===== config.mk =====
export PLATFORM = sky130hd
export DESIGN_NAME = xgmii_ctrl_lane_dec
export DESIGN_NICKNAME = d
export VERILOG_FILES = /design/src/rtl/xgmii_pkg.sv /design/src/rtl/xgmii_ctrl_lane_dec.sv
export SDC_FILE = /design/constraint.sdc
export NUM_CORES = 1
export LEC_CHECK = 0
export CAP_MARGIN = 30
export CORE_ASPECT_RATIO = 0.75
export CORE_MARGIN = 4
export CORE_UTILIZATION = 26
export DETAILED_ROUTE_END_ITERATION = 10
export PLACE_DENSITY = 0.9
export SYNTH_ARGS = -nofsm -noshare
export SYNTH_HDL_FRONTEND = slang
export SYNTH_SLANG_ARGS = --single-unit
export TNS_END_PERCENT = 50

===== constraint.sdc =====
create_clock -name vclk -period 3.9
set_input_delay 0.975 -clock vclk [all_inputs]
set_output_delay 0.975 -clock vclk [all_outputs]
set_load 0.01 [all_outputs]

===== src/rtl/xgmii_pkg.sv =====
// Shared XGMII control characters, checker state encoding and error-flag layout.
package xgmii_pkg;

    localparam logic [7:0] XGMII_START = 8'hFB;
    localparam logic [7:0] XGMII_TERM  = 8'hFD;
    localparam logic [7:0] XGMII_IDLE  = 8'h07;
    localparam logic [7:0] XGMII_ERR   = 8'hFE;
    localparam logic [7:0] XGMII_PRE   = 8'h55;
    localparam logic [7:0] XGMII_SFD   = 8'hD5;

    typedef enum logic {
        ST_IDLE = 1'b0,
        ST_DATA = 1'b1
    } chk_state_e;

    localparam int ERR_PRE  = 0;
    localparam int ERR_LEN  = 1;
    localparam int ERR_PAT  = 2;
    localparam int ERR_CTRL = 3;
    localparam int ERR_PORT = 4;
    localparam int ERR_W    = 5;

    // Full start word: control only on lane 0, then six preamble bytes and the SFD.
    function automatic logic preamble_ok(input logic [63:0] d, input logic [7:0] c);
        return (c == 8'h01) && (d[7:0] == XGMII_START) &&
               (d[55:8] == {6{XGMII_PRE}}) && (d[63:56] == XGMII_SFD);
    endfunction

endpackage


===== src/rtl/xgmii_ctrl_lane_dec.sv =====
// Priority encoder locating the lowest XGMII control lane (8 when none) and its byte.
module xgmii_ctrl_lane_dec
    import xgmii_pkg::*;
(
    input  logic [63:0] rxd_i,
    input  logic [7:0]  rxc_i,
    output logic        ctrl_found_o,
    output logic [3:0]  ctrl_lane_o,
    output logic [7:0]  ctrl_byte_o
);

    always_comb begin
        ctrl_found_o = 1'b0;
        ctrl_lane_o  = 4'd8;
        ctrl_byte_o  = XGMII_IDLE;
        // Scan from the top so the lowest set lane is the last one written.
        for (int i = 7; i >= 0; i--) begin
            if (rxc_i[i]) begin
                ctrl_found_o = 1'b1;
                ctrl_lane_o  = 4'(i);
                ctrl_byte_o  = rxd_i[8*i +: 8];
            end
        end
    end

endmodule


==> impl_metrics.csv, run 1 <==
group,metric,value,unit
clock_tree,post_cts_buffers,0,
critical_path,path_cells,"clkdlybuf4s50_1 > buf_4 > nor2b_1 > o31ai_2 > a31oi_1 > o21ai_0 > clkdlybuf4s50_1",
pwr,switching_share,32.8,%
run_status,outcome,"complete, no violations",
cells_and_area,nClkBuffers,0,
worst_hold_path,worstHoldEndpoint,"ctrl_byte_o[2]",
yosys,synth_top_family_by_area,"compound AO/OA/AOI/OAI gates",
critical_path,max_stage_delay,550,ps
yosys,netlist_area,559,µm²
critical_path,path_max_fanout,8,
critical_path,crit_type,"in -> out",
placed_design,dpl.hpwl,2.73,mm
pwr,p_switching,0.0000535,W
cells_and_area,antennaDiodeCount,0,
sta,worst_pin_slew,268,ps
route,routed-via-count,1089,
sta,max_freq,260,MHz
placed_design,gp_congestion,0.806,
yosys,synthMuxAreaShare,0,%
cells_and_area,final_nets,256,
worst_hold_path,min_path_cells,4,
yosys,synthXorXnorAreaFrac,0,%
yosys,synth_compound_area_share,60.6,%
route,routed_wirelength,3.11,mm
yosys,yosysUniqueCellTypes,25,
floorplan,dieWidth,61.6,µm
pwr,p_leak,0.603,nW
global_route,grt_pass1_wl,4.48,mm
floorplan,ios,85,
sta,rsz0062_at_grt,"yes",
route,routed_via_density,5.29,
global_route,antenna_found_initial,0,
yosys,yosysSeqAreaShare,0,%
cells_and_area,seq_cells,0,
sta,slew-limit-headroom,82.1,%
floorplan,chipHeight,48.2,µm
cells_and_area,final_layout_size_suffix_gt1_share,11.0,%
sta,setup_violations,0,
yosys,avgSynthCellArea,6.36,µm²
cells_and_area,area_growth,176,%
flow_run,maxCapViolations,0,
pwr,p_seq_share,0,%
pwr,powerDensity,106,mW/mm²
global_route,overflow,0,
sta,finalCritPeriodShare,98.7,%
yosys,synthCells,88,
worst_hold_path,hold_class,"in -> out",
pwr,p_total,0.000163,W
sta,final_max_slew_viol_count,0,
critical_path,cp.required,2920,ps
worst_hold_path,hp-start,"rxd_i[2]",
pwr,pwr-share-clk,0,%
sta,fin_tns_setup,0,ps
route,dr.pass1.iters,4,
placed_design,port-buffer-count,85,
floorplan,start_util,27.5,%
yosys,yosysWarnings,0,
pwr,power_frac_comb,100.0,%
route,drt_iter0_drc,32,
critical_path,cp_common_cell,"clkdlybuf4s50_1",
floorplan,rows,14,
cells_and_area,regArea,0,µm²
route,drc,0,
sta,hold_viol,0,
floorplan,die_area,0.00296,mm²
floorplan,core_area,0.00203,mm²
global_route,grt_pass1_vias,1054,
critical_path,cp-start-kind,"input port",
clock_tree,holdBufCountCts,0,
global_route,track_usage,19.6,%
sta,finalCriticalPeriod,3850,ps
pwr,vdd_drop_max,76.9,µV
placed_design,dp_cells,206,
global_route,grt_max_degree,14,
critical_path,arrival,2870,ps
critical_path,critPathSlowestCell,"clkdlybuf4s50_1",
route,wl_per_cell,15.1,µm
yosys,synth-adder-area-share,0,%
yosys,synth-simple-area-share,30.6,%
pwr,p_int,0.000110,W
route,ant_nets,0,
critical_path,setup.worst_path.end_class,"primary output",
critical_path,startpoint,"rxc_i[6]",
cells_and_area,instances_no_fill,206,
yosys,syn_nets,160,
-- routing by layer --
layer	GRT usage, %	routed length (µm)	up-vias
li1	-	-	546
met1	23.4	1230	483
met2	38.4	1490	56
met3	2.65	351	4
met4	2.54	36	0
met5	0	0	-
-- placed cells by master, fill, tap and decap left out, types with 5 or more instances in the layout --
master | netlist | final
buf_4 | 0 | 16
o21ai_0 | 6 | 6
o2111ai_1 | 5 | 5
nand2_1 | 5 | 5
nand2b_1 | 8 | 8
nor2_1 | 5 | 5
a221o_1 | 8 | 8
a31oi_1 | 8 | 8
a22oi_1 | 5 | 5
clkdlybuf4s50_1 | 0 | 82
-- logic make-up after synthesis --
family / count (synthesis)
AO/OA/AOI/OAI: 47
buffers and inverters: 10
AND/OR/NAND/NOR: 31
-- power by group through the flow --
stage                     Clock (W)  Sequential [W]  Combinational (W)
after floorplan                   0               0          0.0000490
after global placement            0               0           0.000158
after detailed placement          0               0           0.000162
after CTS                         0               0           0.000164
after global routing              0               0           0.000174
final                             0               0           0.000163
-- what timing repair did --
action,in CTS,in global routing
resized for setup,1,6
pin swaps,0,1
hold endpoints to repair,0,0
endpoints found under the setup margin,1,7
-- worst max-delay path, delay by kind of cell --
family / cells / cell delay (ps)
AO/OA/AOI/OAI: 3 / 520
buffers and inverters: 3 / 1230
AND/OR/NAND/NOR: 1 / 140
-- synthesized netlist by cell type (3+ instances only) --
cell type,n,area share [%]
o21ai_0,6,5.4
o2111ai_1,5,7.8
clkbuf_1,3,2.0
a21oi_1,4,3.6
o22ai_1,4,4.5
o31ai_1,4,5.4
a221o_1,8,14
a31oi_1,8,8.9
a22oi_1,5,6.7
nor2_1,5,3.4
nand2b_1,8,8.9
buf_2,3,2.7
nor3b_1,3,4.0
nand2_1,5,3.4
inv_1,3,2.0
nor2b_1,5,5.6
-- metrics by stage --
step	util (%)	hold slack [ps]	setup WS (ps)	instance area (µm²)
finish	75.9	2640	52.6	1540
detailed placement	74.9	2940	-9.22	1520
CTS	75.2	2950	50.5	1530
floorplan	-	2040	1010	559
global placement	74.9	2940	121	1520
global route	75.9	2680	-19.0	1540
-- final cells by class --
class | count | area [µm²]
inverter | 3 | 11.3
tap | 24 | 30.0
multi-input combinational | 78 | 523
fill | 167 | 489
timing repair buffer | 101 | 978
-- how the worst max path moves through the flow --
stage | to | slack [ps]
4_1_cts | ctrl_byte_o[2] | 50
3_3_place_gp | ctrl_byte_o[7] | 120
5_1_grt | ctrl_byte_o[1] | -20
3_5_place_dp | ctrl_byte_o[0] | -9
2_1_floorplan | ctrl_byte_o[3] | 1010
6_report | ctrl_byte_o[0] | 50
No activity file was read; power rests on OpenSTA's default activity.
==> run 2: changes to the inputs <==
Settings changed: RECOVER_POWER set to 50, SETUP_SLACK_MARGIN set to 0.3.
==> run 2 against run 1 <==
Effect of this change:
- setup slack better by 80 ps
- non-clock buffer count unchanged
- global-route usage unchanged
- total power down 3.2%
- via count up 2.0%
- final cell count unchanged
- critical path depth unchanged
==> impl_metrics.csv, run 2 (synthesis results as in run 1) <==
group,metric,value,unit
cells_and_area,final_nets,256,
placed_design,gp_congestion,0.806,
placed_design,dpl.hpwl,2.73,mm
critical_path,path_delay_family,"buffers and inverters",
global_route,antenna_found_initial,0,
global_route,overflow,0,
sta,final_max_slew_viol_count,0,
cells_and_area,seq_cells,0,
sta,worst_pin_slew,250,ps
run_status,outcome,"complete, no violations",
global_route,track_usage,19.6,%
cells_and_area,final_layout_size_suffix_gt1_share,11.5,%
sta,max_freq,265,MHz
route,wl_per_cell,15.3,µm
route,routed_via_density,5.39,
global_route,grt_pass1_vias,1054,
sta,rsz0062_at_grt,"yes",
critical_path,cp_num_cells,7,
sta,holdWs,2600,ps
critical_path,cp-start-kind,"input port",
worst_hold_path,hold_class,"in -> out",
flow_run,maxCapViolations,0,
pwr,p_switching,0.0000535,W
floorplan,rows,14,
route,routed_wirelength,3.14,mm
critical_path,arrival,2790,ps
placed_design,port-buffer-count,85,
floorplan,die_area,0.00296,mm²
cells_and_area,antennaDiodeCount,0,
cells_and_area,fillers,177,
pwr,p_int,0.000104,W
critical_path,path_max_fanout,5,
worst_hold_path,hp-start,"rxd_i[1]",
critical_path,critPathSlowestCell,"clkdlybuf4s50_1",
floorplan,ios,85,
cells_and_area,multi_input_area,526,µm²
route,drt_iter0_drc,26,
critical_path,cp.required,2920,ps
floorplan,dieWidth,61.6,µm
critical_path,crit_type,"in -> out",
pwr,p_leak,0.606,nW
route,drc,0,
route,routed-via-count,1111,
critical_path,path_cells,"clkdlybuf4s50_1 > nor2b_2 > buf_4 > a221o_1 > o2111ai_1 > a31oi_1 > clkdlybuf4s50_1",
pwr,p_seq_share,0,%
sta,finalCritPeriodShare,96.6,%
pwr,vdd_drop_max,73.6,µV
pwr,switching_share,33.9,%
sta,hold_viol,0,
cells_and_area,area_growth,172,%
global_route,grt_pass1_wl,4.48,mm
pwr,power_frac_comb,100.0,%
cells_and_area,layout_common_cells,"clkdlybuf4s50_1, buf_4, nand2b_1, a221o_1, a31oi_1",
pwr,pwr-share-clk,0,%
sta,slew-limit-headroom,83.2,%
clock_tree,holdBufCountCts,0,
critical_path,max_stage_delay,560,ps
floorplan,core_area,0.00203,mm²
sta,finalCriticalPeriod,3770,ps
route,ant_nets,0,
cells_and_area,nClkBuffers,0,
critical_path,startpoint,"rxc_i[7]",
critical_path,cp_common_cell,"clkdlybuf4s50_1",
floorplan,start_util,27.5,%
sta,setup_violations,0,
critical_path,setup.worst_path.end_class,"primary output",
clock_tree,post_cts_buffers,0,
route,dr.pass1.iters,4,
worst_hold_path,min_path_cells,4,
cells_and_area,regArea,0,µm²
pwr,powerDensity,104,mW/mm²
global_route,grt_max_degree,14,
cells_and_area,final_common_cell,"clkdlybuf4s50_1",
sta,fin_tns_setup,0,ps
floorplan,chipHeight,48.2,µm
critical_path,crit_buf_inv,3,
## run 2: changes by cell type in the layout (fill, tap and decap cells not counted), moves of 2 or more
cell | previous run | this run
clkbuf_1 | 0 | 2
clkdlybuf4s50_1 | 82 | 74
dlygate4sd3_1 | 0 | 2
dlygate4sd2_1 | 0 | 5
## run 2: power by group through the flow
stage | clock network, W | logic [W] | registers (W)
detailed placement | 0 | 0.000162 | 0
finish | 0 | 0.000158 | 0
CTS | 0 | 0.000160 | 0
floorplan | 0 | 0.0000490 | 0
global route | 0 | 0.000169 | 0
global placement | 0 | 0.000158 | 0
## run 2: worst min-delay path: stages
cell and delay, ps:
clkdlybuf4s50_1 400, nand2_1 60, o21ai_0 60, clkbuf_1 130
## run 2: final cells by class
class | instances | area share (%)
Multi-Input combinational cell | 78 | 34.5
Inverter | 3 | 0.739
Timing Repair Buffer | 101 | 62.8
Tap cell | 24 | 1.97
## run 2: path summary, 6_finish.rpt
check | to | slack [ps]
worst min-delay path | ctrl_byte_o[1] | 2600
worst max-delay path | ctrl_byte_o[6] | 130
## run 2: per-stage QoR
| step | setup slack (ps) | utilization [%] | area [µm²] | total power, W | instances |
|---|---|---|---|---|---|
| 2_1_floorplan | 1010 | - | 559 | 0.0000490 | 88 |
| 3_3_place_gp | 121 | 74.9 | 1520 | 0.000158 | 206 |
| 3_5_place_dp | -9.22 | 74.9 | 1520 | 0.000162 | 206 |
| 4_1_cts | 66.8 | 74.9 | 1520 | 0.000160 | 206 |
| 5_1_grt | 39.7 | 75.0 | 1520 | 0.000169 | 206 |
| 6_report | 132 | 75.0 | 1520 | 0.000158 | 206 |
## run 2: per-layer routing
| layer | up-vias | wire [µm] | global-route usage (%) |
|---|---|---|---|
| li1 | 547 | - | - |
| met1 | 494 | 1200 | 23.4 |
| met2 | 64 | 1520 | 38.4 |
| met3 | 6 | 366 | 2.65 |
| met4 | 0 | 54 | 2.54 |
| met5 | - | 0 | 0 |
## run 2: timing repair
| item | in CTS | in global routing |
|---|---|---|
| pin swaps | 0 | 2 |
| gates resized for setup | 6 | 8 |
| endpoints found under the setup margin | 12 | 13 |
==> run 3: changes to the inputs <==
Settings changed: CELL_PAD_IN_SITES_DETAIL_PLACEMENT set to 0, CELL_PAD_IN_SITES_GLOBAL_PLACEMENT set to 1, CORE_ASPECT_RATIO 0.75 to not set, CORE_UTILIZATION 26 to 42, DONT_BUFFER_PORTS set to 1, PLACE_DENSITY 0.9 to not set, PLACE_DENSITY_LB_ADDON set to 0.1.
==> run 3 against run 2 <==
Effect of this change:
- total power decreased by 69%
- final area is 65% lower
- critical path type unchanged
- non-clock buffer count shrank 101
==> impl_metrics.csv, run 3 (synthesis results as in run 1) <==
group,metric,value,unit
global_route,track_usage,17.9,%
critical_path,path_delay_family,"compound AO/OA/AOI/OAI gates",
floorplan,dieWidth,44.5,µm
worst_hold_path,hold_class,"in -> out",
critical_path,setup.worst_path.end_class,"primary output",
clock_tree,holdBufCountCts,0,
placed_design,dpl.hpwl,1.66,mm
pwr,vdd_drop_max,34.5,µV
placed_design,dp_cells,95,
placed_design,gp_congestion,0.689,
global_route,antenna_found_initial,0,
floorplan,rows,12,
route,routed-via-count,699,
cells_and_area,final_nets,155,
sta,finalCriticalPeriod,3050,ps
cells_and_area,instances_no_fill,95,
route,drc,0,
floorplan,chipHeight,44.5,µm
pwr,p_leak,0.164,nW
route,routed_wirelength,1.91,mm
sta,worst_pin_slew,641,ps
cells_and_area,antennaDiodeCount,0,
floorplan,ios,85,
route,dr.pass1.iters,4,
global_route,grt_max_degree,15,
critical_path,max_stage_delay,490,ps
sta,hold_viol,0,
route,ant_nets,0,
critical_path,path_max_fanout,11,
route,drt_iter0_drc,17,
cells_and_area,final_layout_size_suffix_gt1_share,1.23,%
sta,max_freq,328,MHz
sta,rsz0062_at_grt,"no",
critical_path,cp.required,2920,ps
critical_path,critPathSlowestCell,"nor2_1",
clock_tree,cts-resized-gates,0,
global_route,grt_pass1_wl,2.88,mm
cells_and_area,seq_cells,0,
sta,slew-limit-headroom,57.1,%
pwr,p_total,0.0000489,W
cells_and_area,nClkBuffers,0,
route,wl_per_cell,20.1,µm
flow_run,maxCapViolations,0,
sta,fin_tns_setup,0,ps
pwr,powerDensity,90.7,mW/mm²
critical_path,crit_buf_inv,0,
floorplan,core_area,0.00119,mm²
critical_path,path_cells,"nor2_1 > o2111ai_1 > a31oi_1",
critical_path,cp-start-kind,"input port",
global_route,overflow,0,
route,routed_via_density,7.36,
run_status,outcome,"complete, no violations",
sta,finalCritPeriodShare,78.3,%
cells_and_area,regArea,0,µm²
cells_and_area,layout_common_cells,"nand2b_1, a221o_1, a31oi_1, o21ai_0",
sta,final_max_slew_viol_count,0,
floorplan,start_util,47.2,%
critical_path,arrival,2080,ps
cells_and_area,area_growth,-3.58,%
placed_design,port-buffer-count,0,
sta,setup_violations,0,
floorplan,die_area,0.00198,mm²
clock_tree,post_cts_buffers,0,
critical_path,crit_type,"in -> out",
global_route,grt_pass1_vias,674,
run 3: cell count changes in the layout (fill, tap and decap cells not counted), sizes merged:
| cell | change |
|---|---|
| clkdlybuf4s50 | -74 |
| buf | -16 |
| dlygate4sd2 | -5 |
| clkbuf | -2 |
| dlygate4sd3 | -2 |
| dlymetal6s2s | -2 |
run 3: path summary, 6_finish.rpt:
check	from	depth (start not counted)	slack, ps	to
setup / recovery	rxc_i[3]	3	850	ctrl_byte_o[5]
hold / removal	rxc_i[0]	1	2050	ctrl_lane_o[0]
run 3: final cells by class:
| class | instances | area (µm²) |
|---|---|---|
| Fill cell | 118 | 647 |
| Inverter | 3 | 11.3 |
| Multi-Input combinational cell | 78 | 510 |
| Tap cell | 14 | 17.5 |
run 3: metal layers:
layer | up-vias | routed length [µm] | global-route usage (%)
met5 | - | 0 | 0
met4 | 0 | 0 | 0
met3 | 0 | 238 | 2.03
met2 | 55 | 900 | 30.9
met1 | 301 | 775 | 24.9
li1 | 343 | - | -
run 3: stage by stage:
stage / utilization (%) / cell area (µm²) / worst slack (ps) / hold slack [ps]
2_1_floorplan: - / 559 / 1010 / 2040
3_3_place_gp: 45.5 / 539 / 852 / 2050
4_1_cts: 45.5 / 539 / 825 / 2050
3_5_place_dp: 45.5 / 539 / 818 / 2050
6_report: 45.5 / 539 / 847 / 2050
5_1_grt: 45.5 / 539 / 695 / 2060
run 3: report_power, final:
part	internal, W	total [W]	switching [W]	leakage, nW
Combinational	0.0000218	0.0000489	0.0000271	0.164
Clock	0	0	0	0
Sequential	0	0	0	0
Total	0.0000218	0.0000489	0.0000271	0.164
